==> config.mk <==
export PLATFORM = sky130hd
export DESIGN_NAME = mem_port_arbiter
export DESIGN_NICKNAME = d
export VERILOG_FILES = /design/src/rtl/mem_arb_pkg.sv /design/src/rtl/rr_pick2.sv /design/src/rtl/mem_port_arbiter.sv
export SDC_FILE = /design/constraint.sdc
export NUM_CORES = 1
export LEC_CHECK = 0
export CAP_MARGIN = 20
export CORE_ASPECT_RATIO = 0.5
export CORE_MARGIN = 2
export CORE_UTILIZATION = 41
export DETAILED_ROUTE_END_ITERATION = 6
export PLACE_DENSITY = 0.81
export SLEW_MARGIN = 20
export SYNTH_ARGS = -nofsm -noshare
export SYNTH_HDL_FRONTEND = slang
export SYNTH_SLANG_ARGS = --single-unit
==> constraint.sdc <==
create_clock -name clk -period 5.2 [get_ports clk]
set_input_delay 1.04 -clock clk [delete_from_list [all_inputs] [get_ports clk]]
set_output_delay 1.04 -clock clk [all_outputs]
set_load 0.05 [all_outputs]
==> src/rtl/mem_arb_pkg.sv <==
// Shared types and defaults for the two-port Mem arbiter.
package mem_arb_pkg;

  localparam int unsigned ADDR_W_DEF = 8;
  localparam int unsigned DATA_W_DEF = 32;

  typedef enum logic [1:0] {
    IDLE  = 2'd0,
    ISSUE = 2'd1,
    DATA  = 2'd2,
    RESP  = 2'd3
  } arb_state_e;

  localparam logic REQ_CPU = 1'b0;
  localparam logic REQ_LDR = 1'b1;

endpackage

==> src/rtl/rr_pick2.sv <==
// Combinational 2-way round-robin picker: on a tie the port that did not win last goes next.
module rr_pick2
  import mem_arb_pkg::*;
(
  input  logic req_cpu,
  input  logic req_ldr,
  input  logic last_grant,
  output logic winner,
  output logic valid
);

  always_comb begin
    valid  = req_cpu | req_ldr;
    winner = REQ_CPU;
    if (req_cpu && req_ldr) begin
      winner = ~last_grant;
    end else if (req_ldr) begin
      winner = REQ_LDR;
    end
  end

endmodule

==> src/rtl/mem_port_arbiter.sv <==
// Shares a 1-cycle-latency single-port Mem between the CPU and the loader via a fixed 4-state transaction.
// Define MEM_ARB_WRITE_PROTECT_EN to reject CPU writes below PROT_LIMIT (acked with cpu_err).
module mem_port_arbiter
  import mem_arb_pkg::*;
#(
  parameter int unsigned       ADDR_W     = ADDR_W_DEF,
  parameter int unsigned       DATA_W     = DATA_W_DEF,
  parameter logic [ADDR_W-1:0] PROT_LIMIT = ADDR_W'(8'h40)
) (
  input  logic              clk,
  input  logic              rst,
  input  logic              cpu_req,
  input  logic [ADDR_W-1:0] cpu_addr,
  input  logic [DATA_W-1:0] cpu_wdata,
  input  logic              cpu_wren,
  output logic              cpu_ack,
  output logic [DATA_W-1:0] cpu_rdata,
  output logic              cpu_err,
  input  logic              ldr_req,
  input  logic [ADDR_W-1:0] ldr_addr,
  input  logic [DATA_W-1:0] ldr_wdata,
  input  logic              ldr_wren,
  output logic              ldr_ack,
  output logic [DATA_W-1:0] ldr_rdata,
  output logic [ADDR_W-1:0] mem_address,
  output logic [DATA_W-1:0] mem_data,
  output logic              mem_wren,
  input  logic [DATA_W-1:0] mem_q,
  output logic              busy,
  output logic              grant_id
);

`ifdef MEM_ARB_WRITE_PROTECT_EN
  localparam bit WP_EN = 1'b1;
`else
  localparam bit WP_EN = 1'b0;
`endif

  arb_state_e        state_q, state_d;
  logic              last_grant_q, last_grant_d;
  logic              grant_id_q, grant_id_d;
  logic              is_wr_q, is_wr_d;
  logic              err_pend_q, err_pend_d;
  logic              busy_q, busy_d;
  logic [ADDR_W-1:0] mem_address_q, mem_address_d;
  logic [DATA_W-1:0] mem_data_q, mem_data_d;
  logic              mem_wren_q, mem_wren_d;
  logic              cpu_ack_q, cpu_ack_d;
  logic              ldr_ack_q, ldr_ack_d;
  logic              cpu_err_q, cpu_err_d;
  logic [DATA_W-1:0] cpu_rdata_q, cpu_rdata_d;
  logic [DATA_W-1:0] ldr_rdata_q, ldr_rdata_d;

  logic              pick_winner;
  logic              pick_valid;
  logic [ADDR_W-1:0] sel_addr;
  logic [DATA_W-1:0] sel_wdata;
  logic              sel_wren;
  logic              wr_blocked;

  rr_pick2 u_pick (
    .req_cpu    (cpu_req),
    .req_ldr    (ldr_req),
    .last_grant (last_grant_q),
    .winner     (pick_winner),
    .valid      (pick_valid)
  );

  // Winner's command and the write-protect decision, only consumed in IDLE.
  always_comb begin
    sel_addr   = (pick_winner == REQ_LDR) ? ldr_addr  : cpu_addr;
    sel_wdata  = (pick_winner == REQ_LDR) ? ldr_wdata : cpu_wdata;
    sel_wren   = (pick_winner == REQ_LDR) ? ldr_wren  : cpu_wren;
    wr_blocked = WP_EN && (pick_winner == REQ_CPU) && cpu_wren && (cpu_addr < PROT_LIMIT);
  end

  always_comb begin
    state_d       = state_q;
    last_grant_d  = last_grant_q;
    grant_id_d    = grant_id_q;
    is_wr_d       = is_wr_q;
    err_pend_d    = err_pend_q;
    mem_address_d = mem_address_q;
    mem_data_d    = mem_data_q;
    mem_wren_d    = mem_wren_q;
    cpu_rdata_d   = cpu_rdata_q;
    ldr_rdata_d   = ldr_rdata_q;
    cpu_ack_d     = 1'b0;
    ldr_ack_d     = 1'b0;
    cpu_err_d     = 1'b0;

    case (state_q)
      IDLE: begin
        mem_wren_d = 1'b0;
        if (pick_valid) begin
          mem_address_d = sel_addr;
          mem_data_d    = sel_wdata;
          mem_wren_d    = sel_wren & ~wr_blocked;
          is_wr_d       = sel_wren;
          err_pend_d    = wr_blocked;
          grant_id_d    = pick_winner;
          last_grant_d  = pick_winner;
          state_d       = ISSUE;
        end
      end
      ISSUE: begin
        // Mem took the write at the edge closing ISSUE; the pulse is one cycle wide.
        mem_wren_d = 1'b0;
        state_d    = DATA;
      end
      DATA: begin
        if (!is_wr_q) begin
          if (grant_id_q == REQ_LDR) ldr_rdata_d = mem_q;
          else                       cpu_rdata_d = mem_q;
        end
        cpu_ack_d = (grant_id_q == REQ_CPU);
        ldr_ack_d = (grant_id_q == REQ_LDR);
        cpu_err_d = (grant_id_q == REQ_CPU) && err_pend_q;
        state_d   = RESP;
      end
      RESP: begin
        state_d = IDLE;
      end
      default: begin
        mem_wren_d = 1'b0;
        state_d    = IDLE;
      end
    endcase

    busy_d = (state_d != IDLE);
  end

  always_ff @(posedge clk or posedge rst) begin
    if (rst) begin
      state_q       <= IDLE;
      last_grant_q  <= REQ_LDR;
      grant_id_q    <= 1'b0;
      is_wr_q       <= 1'b0;
      err_pend_q    <= 1'b0;
      busy_q        <= 1'b0;
      mem_address_q <= '0;
      mem_data_q    <= '0;
      mem_wren_q    <= 1'b0;
      cpu_ack_q     <= 1'b0;
      ldr_ack_q     <= 1'b0;
      cpu_err_q     <= 1'b0;
      cpu_rdata_q   <= '0;
      ldr_rdata_q   <= '0;
    end else begin
      state_q       <= state_d;
      last_grant_q  <= last_grant_d;
      grant_id_q    <= grant_id_d;
      is_wr_q       <= is_wr_d;
      err_pend_q    <= err_pend_d;
      busy_q        <= busy_d;
      mem_address_q <= mem_address_d;
      mem_data_q    <= mem_data_d;
      mem_wren_q    <= mem_wren_d;
      cpu_ack_q     <= cpu_ack_d;
      ldr_ack_q     <= ldr_ack_d;
      cpu_err_q     <= cpu_err_d;
      cpu_rdata_q   <= cpu_rdata_d;
      ldr_rdata_q   <= ldr_rdata_d;
    end
  end

  assign cpu_ack     = cpu_ack_q;
  assign cpu_rdata   = cpu_rdata_q;
  assign cpu_err     = cpu_err_q;
  assign ldr_ack     = ldr_ack_q;
  assign ldr_rdata   = ldr_rdata_q;
  assign mem_address = mem_address_q;
  assign mem_data    = mem_data_q;
  assign mem_wren    = mem_wren_q;
  assign busy        = busy_q;
  assign grant_id    = grant_id_q;

endmodule

Word level (Yosys, flattened, before mapping)
Cells that the tools add are included.
W data, S select, Z words.

word-level totals
  bits of input ports = 118
  logic and storage cells = 37
  flip-flop bits (word level) = 113

operators by class
  bitwise operators = 4
  equal/unequal tests = 3
  muxes and demuxes = 11
  reduce and logical (&&, ||, !) cells = 7

operators with widths
  kind                  count
  $mux W32              1
  $mux W8               1
  $pmux W2 S4           1
  $mux W1               6
  $reduce_and A3 Y1     2
  $eq A2 B2 Y1 const B  2
  $reduce_bool A2 Y1    2
  $not A1 Y1            3
  $eq A2 B1 Y1 const B  1
  $logic_not A2 Y1      1
  $mux W2               1
  $pmux W1 S2           1
  $reduce_and A2 Y1     1
  $logic_and A1 B1 Y1   1
  $or A1 B1 Y1          1

Longest topological paths before layout
  depth in word-level cells = 5
  depth in mapped cells = 7
  depth with buffers taken out = 5

Hierarchy
Synthesis repeated with hierarchy kept, for this count alone.

unflattened totals
  cell total of the unflattened synthesis = 350
  area, all modules = 4,703.3 sq um

by module, submodules not included
  module            instances  area an instance (sq um)  cells an instance
  mem_port_arbiter  1          4,689.5                   348
  rr_pick2          1          13.8                      2

Worst setup path before layout
Ideal clock, no wire load.

  path kind = input -> register
  start point = input port ldr_req
  end point = register mem_address_q[0] (netlist: mem_address[0])
  setup time = 0.083 ns
  stages = 5
  data required time = 5.117 ns
  data arrival time = 1.781 ns
  path slack = 3.337 ns
  cell sequence = o21ai_0 -> buf_2 -> buf_2 -> nand2_1 -> o21ai_0

between the ends
  cells in the longest elaborated chain, start to end = 3

RTL lines
  item                                            line                            RTL
  start, declared                                 mem_port_arbiter.sv:19          input logic ldr_req,
  $mux W1 or $logic_and A1 B1 Y1 (tied branches)  rr_pick2.sv:17, rr_pick2.sv:15
  $mux W1                                         rr_pick2.sv:15                  if (req_cpu && req_ldr) begin
  $mux W8                                         mem_port_arbiter.sv:71          sel_addr = (pick_winner == REQ_LDR) ? ldr_addr : cpu_addr;
  end signal, assigned                            mem_port_arbiter.sv:156         mem_address_q <= mem_address_d;
  end, declared                                   mem_port_arbiter.sv:45          logic [ADDR_W-1:0] mem_address_q, mem_address_d;

Parallel ways exist; a longest one is shown, timed or not.
A chain may end at the register's enable or synchronous reset.

Worst setup path after layout
  start point = input port cpu_req
  end point = register mem_address_q[2] (netlist: mem_address[2])

between the ends
  cells in the longest elaborated chain, start to end = 3

RTL lines
  item                 line                    RTL
  start, declared      mem_port_arbiter.sv:12  input logic cpu_req,
  $logic_and A1 B1 Y1  rr_pick2.sv:15
  $mux W1              rr_pick2.sv:15
  $mux W8              mem_port_arbiter.sv:71

Parallel ways exist; a longest one is shown, timed or not.

==> impl_metrics.yaml <==
critical_path:
  cp.arrival_ns: 3.10
  critPathSlowestCell: "a21bo_2"
  critPathRequiredTime_ns: 5.43
  worstSetupPathType: "input port to register"
  cpPeakStageDelay_ns: 0.68
  path_cells: "clkdlybuf4s50_1 -> a21bo_2 -> buf_4 -> mux2i_1 -> o21ai_0"
  setup.worst_path.end_class: "register"
  critPathMaxFanout: 24
  startpoint_type: "input port"
  path_delay_family: "buffers and inverters"
  path_buf_inv: 2
  rrSetupSlack_ns: 3.06
global_routing:
  grt.total_usage_pct: 20.0
  grt_max_degree: 85
  overflow: 0
  grt_pass1_wl_mm: 19.2
  antenna_found_initial: 0
  grt_pass1_vias: 3770
drt:
  drt_wl_total_mm: 12.0
  antenna_left: 0
  viasPerCell: 4.79
  drt_pass1_iterations: 4
  dr_total_vias: 3514
  drt_iter0_drc: 158
  wire_per_inst_um: 16.4
  drc: 0
finish:
  syn_to_final_growth_pct: 62.9
  final_nets: 697
  fillers: 797
  num_antenna_cells: 0
  instances_no_fill: 734
  finalInstanceArea_mm2: 0.00769
  post-route-util_pct: 69.2
  drive_gt1_share_pct: 18.3
sta:
  setup_tns_ns: 0
  period_minus_slack_ns: 2.87
  hold_viol_final: 0
  rsz0062_at_grt: "false"
  drv_slew: 0
  finClkSkew_ns: 0.00698
  fmax_ghz: 0.349
  slew_headroom_pct: 38.6
  period_share_pct: 55.1
  setup_viol_count_final: 0
  tightestPinTransition_ns: 0.916
clocking:
  cts_tree: "yes"
  cts.sinks: 113
  htree_levels: 4
  ctsRootBufferMaster: "clkbuf_16"
  ctsResizeCount: 0
  clkTransAtPathRegs_ns: 0.05
  clkLatencyLatePin_ns: 0.40
  clk_path_buf_depth: 2
  cts_buffers: 17
  post_cts_buffers: 0
  hold_buffers: 0
logic_synthesis:
  syn_area_mm2: 0.00472
  yosysSeqAreaShare_pct: 59.9
  syn_avg_cell_area_um2: 13.6
  synth_top_area_cell: "dfrtp_1"
  syn-num-nets: 468
  synth_edf_count: 0
  ys_dominant_reg_cell: "dfrtp_1"
  synth_warnings: 0
  async_flop_share_pct: 100
  synth.distinct_cells: 30
  yosys-top-cells-area: "dfrtp_1 (59%), mux2_2 (13%), mux2i_1 (8.5%), o21ai_0 (4.3%), nand2_1 (3.3%)"
  yosysTopAreaCellShare_pct: 59.4
  ys_ff_latch: 113
  syn_inst: 347
pwr:
  p_per_area_mw_per_mm2: 800
  vdd_ir_drop_max_mv: 0.429
  leakage_nw: 3.39
place:
  dp_cells: 702
  place_congestion: 0.749
  dpl.hpwl_mm: 8.48
  placed_area_mm2: 0.00704
  numPortBuffers: 226
floorplanning:
  dieArea_mm2: 0.0124
  die_h_um: 79.9
  num_rows: 27
  num_io_pins: 228
  die_width_um: 156
  core-area_mm2: 0.0111
  start_util_pct: 42.5
worst_hold_path:
  hp-class: "register to register"
run:
  cap_violations: 0
status:
  status: "finished clean"
## synthesized netlist by cell type, types with 2 or more instances
library cell	number
clkbuf_8	2
nand2_1	42
dfrtp_1	112
buf_2	5
mux2i_1	40
clkbuf_2	2
ha_1	3
o21ai_0	41
nor2b_1	2
mux2_4	10
clkbuf_1	2
mux2_2	54
inv_1	3
a21oi_1	4
a31oi_1	2
buf_6	9
## power breakdown
group	total [mW]	internal, mW	switching (mW)
clock network	1.28	0.886	0.397
registers	1.57	1.33	0.237
logic	3.30	1.19	2.11
total	6.15	3.41	2.74
## per-layer routing
metal,routed length [µm],GRT usage [%],vias to the layer above,share of wire (%)
li1,-,-,1666,-
met1,4920,22.3,1726,41
met2,6320,37.6,100,53
met3,564,4.99,22,4.7
met4,215,7.43,0,1.8
met5,0,0,-,0
## registers in the layout, summed over array words and instances, names as in the netlist
signal,flops
cpu_rdata,32
busy,1
mem_address,8
grant_id,1
ldr_rdata,32
is_wr_q,1
last_grant_q,1
cpu_ack,1
mem_wren,1
ldr_ack,1
state_q,2
mem_data,32
## metrics by stage
stage | power (mW) | worst slack, ns | hold slack [ns]
final | 6.15 | 2.33 | 0.478
after global routing | 6.43 | 2.20 | 0.503
after CTS | 6.21 | 2.35 | 0.481
after detailed placement | 4.90 | 1.93 | 0.469
after global placement | 4.84 | 2.02 | 0.461
after floorplan | 3.77 | 1.17 | 0.509
## final timing paths
kind,cells past startpoint,to,startpoint
min in group asynchronous,3,ldr_rdata[20]$_DFFE_PP0P_,rst
worst max-delay path,5,mem_address[2]$_DFFE_PP0P_,cpu_req
worst min register to register,2,mem_data[17]$_DFFE_PP0P_,mem_data[17]$_DFFE_PP0P_
worst min-delay path,2,mem_data[17]$_DFFE_PP0P_,mem_data[17]$_DFFE_PP0P_
worst max register to register,4,mem_address[2]$_DFFE_PP0P_,last_grant_q$_DFFE_PP1P_
max in group asynchronous,3,cpu_rdata[12]$_DFFE_PP0P_,rst
## cell type report
type | instances | area, µm² | share of cell area (%)
clock inverters | 10 | 180 | 2.34
repair buffers | 231 | 2300 | 29.9
multi-input cells | 210 | 1710 | 22.3
clock buffers | 22 | 474 | 6.17
flip-flops and latches | 113 | 2830 | 36.8
well taps | 145 | 181 | 2.36
inverters | 3 | 13.8 | 0.179
## placed cells by master (no fill, tap or decap), types with 4 or more instances in the layout
cell type | Yosys | layout
mux2_4 | 10 | 10
dfrtp_1 | 112 | 112
o21ai_0 | 41 | 40
mux2i_1 | 40 | 40
bufinv_16 | 0 | 5
clkdlybuf4s50_1 | 0 | 226
clkbuf_16 | 0 | 17
nand2_1 | 42 | 42
buf_4 | 1 | 5
mux2_2 | 54 | 54
a21oi_1 | 4 | 4
## worst reg2reg max path, stage by stage (launching register included)
cell     delay [ns]
dfstp_2        0.55
a21bo_2        0.64
buf_4          0.45
mux2i_1        0.23
o21ai_0        0.10
## cell families after synthesis
group | Yosys count | share of synthesized area [%]
and+or+nand+nor | 51 | 4.85
muxes | 104 | 24.5
buffers and inverters | 24 | 4.03
DFF | 113 | 59.9
other | 1 | 0.0794
AOI/OAI and AO/OA | 51 | 5.78
adders and majority gates | 3 | 0.795
Power figures use the tool's default switching activity.
